$ cat config.mk
export PLATFORM = sky130hd
export DESIGN_NAME = imem_loader
export DESIGN_NICKNAME = d
export VERILOG_FILES = /design/src/rtl/loader_pkg.sv /design/src/rtl/imem_loader.sv
export SDC_FILE = /design/constraint.sdc
export NUM_CORES = 1
export LEC_CHECK = 0
export ABC_AREA = 1
export CORE_MARGIN = 2
export CORE_UTILIZATION = 53
export CTS_CLUSTER_SIZE = 12
export DETAILED_ROUTE_END_ITERATION = 16
export MAX_ROUTING_LAYER = met4
export PLACE_DENSITY_LB_ADDON = 0.08
export SYNTH_ARGS = -nofsm -noshare
export SYNTH_HDL_FRONTEND = slang
export SYNTH_SLANG_ARGS = --single-unit
$ cat constraint.sdc
create_clock -name clk -period 2 [get_ports clk]
set_input_delay 0.6 -clock clk [delete_from_list [all_inputs] [get_ports clk]]
set_output_delay 0.6 -clock clk [all_outputs]
set_load 0.01 [all_outputs]
$ cat src/rtl/loader_pkg.sv
// Shared constants for the instruction-memory boot loader: geometry defaults,
// FSM state encodings and the accepted program-length range.
package loader_pkg;

   localparam int unsigned LDR_DEPTH   = 32;
   localparam int unsigned LDR_AW      = 5;
   localparam int unsigned LDR_DW      = 8;
   localparam int unsigned LDR_MIN_LEN = 1;
   localparam int unsigned LDR_MAX_LEN = LDR_DEPTH;

   localparam logic [2:0] ST_IDLE = 3'd0;
   localparam logic [2:0] ST_LEN  = 3'd1;
   localparam logic [2:0] ST_DATA = 3'd2;
   localparam logic [2:0] ST_CSUM = 3'd3;
   localparam logic [2:0] ST_RUN  = 3'd4;
   localparam logic [2:0] ST_ERR  = 3'd5;

   // Upper bound is the instantiated memory depth, which defaults to LDR_MAX_LEN.
   function automatic logic len_in_range(input int unsigned n, input int unsigned depth);
      return (n >= LDR_MIN_LEN) && (n <= depth);
   endfunction

endpackage

$ cat src/rtl/imem_loader.sv
// Boot loader: receives a length byte, N program bytes and an XOR checksum from a
// byte stream, writes them to external instruction memory and releases the core.
module imem_loader
   import loader_pkg::*;
#(
   parameter int unsigned DEPTH = LDR_DEPTH,
   parameter int unsigned AW    = LDR_AW,
   parameter int unsigned DW    = LDR_DW
) (
   input  logic          clk,
   input  logic          reset,
   input  logic          start,
   input  logic          rx_valid,
   input  logic [DW-1:0] rx_data,
   output logic          rx_ready,
   output logic          imem_we,
   output logic [AW-1:0] imem_waddr,
   output logic [DW-1:0] imem_wdata,
   output logic          proc_reset,
   output logic          busy,
   output logic          error,
   output logic [AW:0]   load_count
);

   logic [2:0]    state_q, state_d;
   logic [AW-1:0] last_q, last_d;
   logic [AW-1:0] idx_q, idx_d;
   logic [DW-1:0] csum_q, csum_d;
   logic          we_d;
   logic [AW-1:0] waddr_d;
   logic [DW-1:0] wdata_d;
   logic [AW:0]   cnt_d;
   logic          in_xfer_state;
   logic          xfer;

   assign xfer = rx_valid & rx_ready;

   // Next-state and datapath updates; nothing moves without a handshake.
   always_comb begin
      state_d = state_q;
      last_d  = last_q;
      idx_d   = idx_q;
      csum_d  = csum_q;
      we_d    = 1'b0;
      waddr_d = imem_waddr;
      wdata_d = imem_wdata;
      cnt_d   = load_count;
      case (state_q)
         ST_IDLE: begin
            if (start) state_d = ST_LEN;
         end
         ST_LEN: begin
            if (xfer) begin
               if (len_in_range(32'(rx_data), DEPTH)) begin
                  state_d = ST_DATA;
                  last_d  = AW'(rx_data - DW'(1));
                  idx_d   = '0;
                  csum_d  = '0;
               end else begin
                  state_d = ST_ERR;
               end
            end
         end
         ST_DATA: begin
            if (xfer) begin
               we_d    = 1'b1;
               waddr_d = idx_q;
               wdata_d = rx_data;
               csum_d  = csum_q ^ rx_data;
               idx_d   = idx_q + AW'(1);
               cnt_d   = load_count + (AW+1)'(1);
               if (idx_q == last_q) state_d = ST_CSUM;
            end
         end
         ST_CSUM: begin
            if (xfer) state_d = (rx_data == csum_q) ? ST_RUN : ST_ERR;
         end
         ST_RUN, ST_ERR: begin
            if (start) state_d = ST_LEN;
         end
         default: state_d = ST_IDLE;
      endcase
      if ((state_d == ST_LEN) && (state_q != ST_LEN)) cnt_d = '0;
   end

   assign in_xfer_state = (state_d == ST_LEN) || (state_d == ST_DATA) || (state_d == ST_CSUM);

   // Status outputs are decoded from the next state so they line up with state_q.
   always_ff @(posedge clk) begin
      if (!reset) begin
         state_q    <= ST_IDLE;
         last_q     <= '0;
         idx_q      <= '0;
         csum_q     <= '0;
         imem_we    <= 1'b0;
         imem_waddr <= '0;
         imem_wdata <= '0;
         load_count <= '0;
         rx_ready   <= 1'b0;
         busy       <= 1'b0;
         error      <= 1'b0;
         proc_reset <= 1'b0;
      end else begin
         state_q    <= state_d;
         last_q     <= last_d;
         idx_q      <= idx_d;
         csum_q     <= csum_d;
         imem_we    <= we_d;
         imem_waddr <= waddr_d;
         imem_wdata <= wdata_d;
         load_count <= cnt_d;
         rx_ready   <= in_xfer_state;
         busy       <= in_xfer_state;
         error      <= (state_d == ST_ERR);
         proc_reset <= (state_d == ST_RUN);
      end
   end

endmodule

**Yosys cells after proc, flatten, opt, wreduce, memory -nomap -nowiden**

Cells that the tools add are included.

- Bits in registers: 44
- Input bits: 12
- Output and inout bits: 24
- Word-level logic and storage cells: 64

- Add/subtract/negate cells: 3
- Magnitude comparators: 2
- Equal/unequal tests: 16
- Muxes and demuxes: 17
- Bitwise gates (word level): 3
- Reductions and logical operators: 12

Operators by type and width:

| kind | count |
|---|---|
| $mux 8 | 3 |
| $mux 3 | 6 |
| $pmux 8 s2 | 1 |
| $mux 5 | 3 |
| $eq 3x2->1 const B | 4 |
| $eq 3x3->1 const B | 4 |
| $pmux 3 s4 | 1 |
| $pmux 5 s2 | 1 |
| $eq 8x8->1 | 1 |
| $ge 8x1->1 const B | 1 |
| $le 8x6->1 const B | 1 |
| $xor 8x8->8 | 1 |
| $add 6x1->6 const B | 1 |
| $eq 3x1->1 const B | 2 |
| $ne 2x2->1 const B | 3 |
| $add 5x1->5 const B | 1 |
| $eq 5x5->1 | 1 |
| $sub 5x1->5 const B | 1 |
| $reduce_and 2->1 | 2 |
| $reduce_and 4->1 | 1 |
| $logic_not 3->1 | 1 |
| $ne 3x1->1 const B | 1 |
| $reduce_and 3->1 | 1 |
| $reduce_or 3->1 | 1 |
| 7 further kinds | 10 |

**Logic depth before layout (Yosys ltp)**

Gate-level depths: netlist of the first run.

- Word-level depth: 8
- Gate-level depth with buffers: 13
- Depth with buffers taken out: 13

**Least setup slack after synthesis of the first run**

Ideal clock, no wire load.

- Kind: input -> register
- From: in rx_data[1]
- To: reg idx_q[3]
- Library setup time: 116 ps
- Data arrival time: 1635 ps
- Data required time: 1884 ps
- Slack: 249 ps
- Stages: 12
- Buffers on the path: 1
- Cells stage by stage: inv_1 ha_1 inv_1 nor2_1 nand3_2 nand2_4 nand3_4 nand2_4 buf_6 nand2_1 nor2_2 nor3_2

- Cells in the longest elaborated chain, start to end: 4
- Elaborated cells on any way between the ends: 5
- Those cells by class: order compare (2); eq/ne (1); reduce/logical (2)

Ends and longest elaborated chain:

| item | line | text |
|---|---|---|
| from (decl) | imem_loader.sv:14 | `input logic [DW-1:0] rx_data,` |
| $ge 8x1->1 or $le 8x6->1 (tied branches) | loader_pkg.sv:20 | `return (n >= LDR_MIN_LEN) && (n <= depth);` |
| $logic_and 1x1->1 (*) | loader_pkg.sv:20 |  |
| $ne 2x2->1 (no source line) (*) | n/a |  |
| $reduce_and 4->1 (no source line) (*) | n/a |  |
| to (signal assigned) | imem_loader.sv:106 | `idx_q <= idx_d;` |
| to (decl) | imem_loader.sv:27 | `logic [AW-1:0] idx_q, idx_d;` |

Mark *: on every way between the ends. The rest lies on a longest branch, timed or not.
A chain may end at the register's enable or synchronous reset.

**Worst setup path in the final report of the first run**

- From: in rx_data[0]
- To: reg load_count[0]

- Cells in the longest elaborated chain, start to end: 8
- Elaborated cells on any way between the ends: 12
- Those cells by class: order compare (2); eq/ne (2); mux (5); reduce/logical (3)

Ends and longest elaborated chain:

| item | line | text |
|---|---|---|
| $ge 8x1->1 or $le 8x6->1 (tied branches) | loader_pkg.sv:20 |  |
| $logic_and 1x1->1 | loader_pkg.sv:20 |  |
| $mux 3 | imem_loader.sv:54 | `if (len_in_range(32'(rx_data), DEPTH)) begin` |
| $mux 3 | imem_loader.sv:53 | `if (xfer) begin` |
| $pmux 3 s4 (*) | imem_loader.sv:48 | `case (state_q)` |
| $eq 3x1->1 (*) | imem_loader.sv:83 | `if ((state_d == ST_LEN) && (state_q != ST_LEN)) cnt_d = '0;` |
| $logic_and 1x1->1 (*) | imem_loader.sv:83 |  |
| $reduce_or 2->1 (no source line) (*) | n/a |  |
| to (signal assigned) | imem_loader.sv:111 | `load_count <= cnt_d;` |
| to (decl) | imem_loader.sv:22 | `output logic [AW:0] load_count` |

Marks and branches as above.

==> flow_metrics.env, run 1 <==
export IMPL_ys_ff_latch=44
export IMPL_critPathLaunchType="input port"
export IMPL_slew_headroom=0.786
export IMPL_clock_skew_ns=0.0119
export IMPL_path_class="input port to flop"
export IMPL_syn_to_final_growth_pct=34.5
export IMPL_synthCells=292
export IMPL_floorplan_core_area_mm2=0.00397
export IMPL_yosys_cell_types_count=30
export IMPL_routabilityCongestion=0.838
export IMPL_synth_top_area_share=0.403
export IMPL_cp_data_arrival_time_ns=2.05
export IMPL_chipWidth_um=68.2
export IMPL_yosys_top_cells_area="dfxtp_1 (40%), nand2_1 (8.9%), a21oi_1 (6.9%), inv_1 (6.4%), o21ai_0 (4.6%)"
export IMPL_clk_pin_slew_ns=0.08
export IMPL_fin_crit_ns=1.86
export IMPL_wl_per_cell_um=12.5
export IMPL_dr_first_iter_drc_count=118
export IMPL_cap_violations=0
export IMPL_cp_max_fo=6
export IMPL_dieArea_mm2=0.00465
export IMPL_dr_pass1_iters=4
export IMPL_track_usage=0.250
export IMPL_r2r_setup_slack_ns=0.47
export IMPL_final_cell_count_no_fill=412
export IMPL_place_inst=399
export IMPL_power_leakage_nw=1.27
export IMPL_numCtsBuffers=5
export IMPL_syn_num_nets=309
export IMPL_fp_dieH_um=68.2
export IMPL_ant_nets=0
export IMPL_portBuffers=35
export IMPL_start_util=0.550
export IMPL_pre_cts_ws_ns=-0.433
export IMPL_drc=0
export IMPL_grt_pass1_wl_um=8470
export IMPL_placed_cell_area_mm2=0.00278
export IMPL_ir_worst_vdd_mv=0.486
export IMPL_max_freq_mhz=538
export IMPL_finalCritPeriodShare=0.929
export IMPL_finalSetupViolations=0
export IMPL_grt_max_degree=25
export IMPL_htreeDepth=2
export IMPL_grt_ovfl_total=0
export IMPL_antenna_cells=0
export IMPL_holdBufCountCts=0
export IMPL_drive_above_1_share=0.210
export IMPL_viasPerCell=4.94
export IMPL_cts_root_buf="clkbuf_8"
export IMPL_critPathRequiredTime_ns=2.19
export IMPL_cts_max_path_buffers=2
export IMPL_vias=2037
export IMPL_antenna_found_initial=0
export IMPL_rows=23
export IMPL_hold_violations=0
export IMPL_slew_viol_final=0
export IMPL_fin_util=0.739
export IMPL_tightest_slew_ns=0.318
export IMPL_boundaryPins=36
export IMPL_hold_class="flop to flop"
export IMPL_syn_area_mm2=0.00218
export IMPL_grt_pass1_vias=1883
export IMPL_synth_seq_area_share=0.403
export IMPL_syn_avg_cell_area_um2=7.48
export IMPL_cts_tree="built"
export IMPL_cts_sinks=44
export IMPL_outcome="complete, no violations"
export IMPL_final_nets=378
export IMPL_fin_tns_setup_ns=0
export IMPL_yosys_warnings=0
export IMPL_worstSkewPairLatency_ns=0.30
export IMPL_dp_hpwl_um=3750
export IMPL_yosysTopAreaCell="dfxtp_1"
export IMPL_worst_slack_ns=0.142
export IMPL_worst_setup_path_end_kind="flop"
export IMPL_power_density_mw_per_mm2=579
export IMPL_stdcell_area_mm2=0.00294
export IMPL_wl_um=5160
export IMPL_rsz0062_at_grt="no"
what timing repair did:
item | 4_1_cts | 5_1_grt
pin swaps | 1 | 3
setup buffers | 1 | 4
setup endpoints to repair | 24 | 6
resized for setup | 7 | 7
layout by cell type (no fill, tap or decap), types with 2 or more instances in the layout:
cell type	n
a21oi_1	30
nor2_2	6
clkbuf_1	2
o21ai_1	9
ha_1	4
dfxtp_1	44
nand3_2	5
o21ai_0	19
dlymetal6s2s_1	3
a21oi_2	2
nor2_1	24
dlygate4sd2_1	2
nor3_2	2
inv_2	7
xnor2_1	5
nor3_1	2
clkbuf_8	6
nand2_1	51
nand2_2	2
buf_4	36
inv_1	35
clkdlybuf4s50_1	30
nand2_4	3
xor2_1	7
nand3_1	15
nor2_4	3
layer usage:
metal,wire length [um],GRT usage,up-vias
met3,200,0.0493,9
met5,0,-,-
met2,2470,0.400,37
met1,2420,0.318,928
met4,72,0.0800,0
li1,-,-,1063
final timing paths:
kind                                      end  cells past startpoint        from
worst max-delay path            load_count[0]                     14  rx_data[0]
worst min-delay path                last_q[4]                      2   last_q[4]
worst max register to register  load_count[0]                     10  state_q[2]
worst min register to register      last_q[4]                      2   last_q[4]
metrics by stage:
stage / hold WS, ns / total power (W)
after detailed placement: 0.461 / 0.00112
after global placement: 0.453 / 0.00111
after floorplan: 0.437 / 0.00102
final: 0.480 / 0.00170
after CTS: 0.476 / 0.00169
after global routing: 0.501 / 0.00177
cell usage after synthesis:
master,instances
nor2_1,26
nand4_4,1
a21oi_2,2
nor2_2,4
ha_1,5
nand2_1,52
xnor2_1,5
mux2i_1,1
nor2_4,3
inv_1,37
clkinv_1,1
o21ai_0,20
buf_2,4
inv_2,5
nand3_1,16
xor2_1,7
buf_6,2
o21a_1,1
nand3_2,4
a22oi_1,1
nand2_2,2
o21ai_1,8
nand3_4,1
dfxtp_1,44
clkbuf_1,2
a21oi_1,30
nor3_2,2
buf_4,2
nor3_1,2
nand2_4,2
state kept, by name (all words and copies together) (netlist names):
signal and cells:
imem_waddr 5, csum_q 8, proc_reset 1, load_count 6, state_q 3, busy 1
imem_wdata 8, error 1, imem_we 1, last_q 5, idx_q 5
area by class of cell:
cell class / count / area, um2
Tap cell: 50 / 62.6
Sequential cell: 44 / 881
Fill cell: 309 / 1030
Clock buffer: 8 / 90.1
Inverter: 43 / 161
Timing Repair Buffer: 72 / 646
Multi-Input combinational cell: 195 / 1100
logic make-up (layout without fill, tap and decap cells):
logic type,count (synthesis),after routing,share of synthesized area
XOR/XNOR,12,12,0.0481
multiplexers,1,1,0.00458
buffers and inverters,53,123,0.104
AND/OR/NAND/NOR,115,115,0.264
flip-flops,44,44,0.403
adder cells (fa/ha/maj),5,5,0.0287
AO/OA/AOI/OAI,62,62,0.148
report_power, final:
group | total [W] | internal (W) | switching [W]
combinational | 0.000223 | 0.000107 | 0.000115
clock | 0.000585 | 0.000282 | 0.000303
sequential | 0.000894 | 0.000885 | 0.00000831
critical path, stage by stage:
cell and delay (ns):
dlygate4sd2_1 0.28, inv_2 0.10, ha_2 0.17, inv_1 0.04, nor2_1 0.10, nand3_2 0.09
nand2_4 0.08, nand2_1 0.06, nand2_1 0.05, nand2_1 0.08, nor2_1 0.14, nand3_2 0.11
nand2_4 0.11, nor2_1 0.05
No activity file was read; power rests on OpenSTA's default activity.
==> run 2, diff against run 1 <==
CORE_UTILIZATION = 25   (was 53)
==> run 2 against run 1 <==
  * Die area up 100%
  * Sequential share of layout area is 0.63 points lower
  * Non-clock buffer count shrank 4
  * Combinational power fell by 3%
  * Via count decreased by 3.4%
  * Utilization shrank 39 points
  * Routed wire length rose by 7.4%
  * Clock power up 18%
  * Worst hold slack worse by 0.0067 ns
  * Critical path type unchanged
  * Critical endpoint is now csum_q[3]
  * Largest cell class unchanged
==> flow_metrics.env, run 2 (same netlist as run 1, synthesis figures left out) <==
export IMPL_power_leakage_nw=1.26
export IMPL_grt_pass1_vias=1929
export IMPL_max_freq_mhz=534
export IMPL_r2r_setup_slack_ns=0.49
export IMPL_dieArea_mm2=0.00950
export IMPL_dr_pass1_iters=4
export IMPL_total_power_w=0.00180
export IMPL_cp_max_fo=14
export IMPL_slew_headroom=0.780
export IMPL_finalCritPeriodShare=0.936
export IMPL_path_buf_inv=3
export IMPL_fillCellCount=936
export IMPL_hold_violations=0
export IMPL_critPathLaunchType="input port"
export IMPL_floorplan_core_area_mm2=0.00859
export IMPL_ir_worst_vdd_mv=0.241
export IMPL_htreeDepth=2
export IMPL_cts_sinks=44
export IMPL_drc=0
export IMPL_register_area_um2=881
export IMPL_worst_setup_path_end_kind="flop"
export IMPL_chipWidth_um=97.5
export IMPL_vias=1968
export IMPL_dp_hpwl_um=4140
export IMPL_grt_ovfl_total=0
export IMPL_antenna_found_initial=0
export IMPL_outcome="complete, no violations"
export IMPL_cp_data_arrival_time_ns=2.11
export IMPL_crit_start="rx_valid"
export IMPL_final_nets=374
export IMPL_hold_path_endpoint="last_q[0]"
export IMPL_critPathRequiredTime_ns=2.23
export IMPL_place_inst=456
export IMPL_grt_pass1_wl_um=9470
export IMPL_grt_max_degree=26
export IMPL_rows=34
export IMPL_regToRegStartpoint="idx_q[2]"
export IMPL_multi_input_area_mm2=0.00110
export IMPL_path_class="input port to flop"
export IMPL_rr_endpoint="load_count[1]"
export IMPL_power_density_mw_per_mm2=601
export IMPL_fp_dieH_um=97.5
export IMPL_min_path_cells=2
export IMPL_syn_to_final_growth_pct=37.4
export IMPL_finalSetupViolations=0
export IMPL_clk_pin_slew_ns=0.09
export IMPL_wl_um=5550
export IMPL_fin_crit_ns=1.87
export IMPL_rr_worst_depth=11
export IMPL_worst_path_dominant_cell_family="buffers and inverters"
export IMPL_hp_start="last_q[0]"
export IMPL_worst_path_max_delay_cell="clkdlybuf4s50_1"
export IMPL_cp_slowest_stage_delay_ns=0.47
export IMPL_slew_viol_final=0
export IMPL_layout_common_cells="nand2_1 (51), dfxtp_1 (44), inv_1 (35), buf_4 (32)"
export IMPL_cap_violations=0
export IMPL_dr_first_iter_drc_count=74
export IMPL_routabilityCongestion=0.796
export IMPL_antenna_cells=0
export IMPL_cts_root_buf="clkbuf_8"
export IMPL_cts_max_path_buffers=2
export IMPL_reg_largest_list="csum_q (8), imem_wdata (8), load_count (6)"
export IMPL_portBuffers=35
export IMPL_numCtsBuffers=5
export IMPL_cp_cell_sequence="clkdlybuf4s50_1 -> nand2_2 -> buf_4 -> nor2_2 -> nand3_4 -> nand2_4 -> buf_12 -> o21ai_1 -> a21oi_1"
export IMPL_clock_skew_ns=0.00518
export IMPL_layout_commonest_cell="nand2_1"
export IMPL_boundaryPins=36
export IMPL_hold_class="flop to flop"
export IMPL_track_usage=0.128
export IMPL_viasPerCell=4.22
export IMPL_tightest_slew_ns=0.328
export IMPL_drive_above_1_share=0.207
export IMPL_wl_per_cell_um=11.9
export IMPL_cts_tree="built"
export IMPL_ant_nets=0
export IMPL_start_util=0.254
export IMPL_final_cell_count_no_fill=466
export IMPL_worstSkewPairLatency_ns=0.30
export IMPL_holdBufCountCts=0
==> run 2: changes by cell type in the layout (fill, tap and decap cells not counted), sizes merged <==
cell,previous run,this run
bufinv,0,1
clkbuf,8,6
clkinv,1,2
buf,37,33
==> run 2: area by class of cell <==
| cell class | instances | share of cell area |
|---|---|---|
| Clock buffer | 6 | 0.0242 |
| Clock inverter | 2 | 0.0117 |
| Inverter | 43 | 0.0538 |
| Multi-Input combinational cell | 195 | 0.366 |
| Sequential cell | 44 | 0.294 |
| Tap cell | 108 | 0.0451 |
| Timing Repair Buffer | 68 | 0.205 |
==> run 2: stage by stage <==
| step | area, um2 | setup slack, ns | utilization | hold WS (ns) | TNS, ns |
|---|---|---|---|---|---|
| global route | 3000 | -0.00625 | 0.349 | 0.497 | -0.00876 |
| CTS | 2970 | 0.0117 | 0.346 | 0.473 | 0 |
| detailed placement | 2850 | -0.429 | 0.332 | 0.458 | -10.36 |
| finish | 3000 | 0.127 | 0.349 | 0.473 | 0 |
| floorplan | 2180 | 0.249 | - | 0.437 | 0 |
| global placement | 2850 | -0.407 | 0.332 | 0.456 | -9.70 |
==> run 2: layer usage <==
metal | wire, um | part of all wire | GRT usage | up-vias
li1 | - | - | - | 1057
met4 | 33 | 0.0060 | 0.0353 | 0
met5 | 0 | 0 | - | -
met2 | 2510 | 0.45 | 0.194 | 30
met1 | 2820 | 0.51 | 0.171 | 876
met3 | 176 | 0.032 | 0.0309 | 5
==> run 2: worst max-delay path by stage <==
stage / depth (start not counted) / to
6_report: 9 / csum_q[3]
5_1_grt: 13 / load_count[3]
4_1_cts: 10 / load_count[4]
3_5_place_dp: 14 / load_count[4]
3_3_place_gp: 14 / load_count[2]
2_1_floorplan: 12 / idx_q[3]
==> run 2: where the power goes <==
group / switching [W] / internal [W] / total (W)
combinational: 0.000115 / 0.000103 / 0.000217
sequential: 0.00000830 / 0.000885 / 0.000894
clock: 0.000319 / 0.000371 / 0.000690
total: 0.000442 / 0.00136 / 0.00180
==> run 2: timing repair <==
item,4_1_cts,5_1_grt
pin swaps,5,1
resized for setup,5,9
endpoints found under the setup margin,25,16
setup buffers,2,0
==> run 2: worst register-to-register path: cells and delay by family (launching register included) <==
kind | cells | cell delay [ns]
simple gates | 10 | 0.88
buf+inv | 1 | 0.13
flops | 1 | 0.40
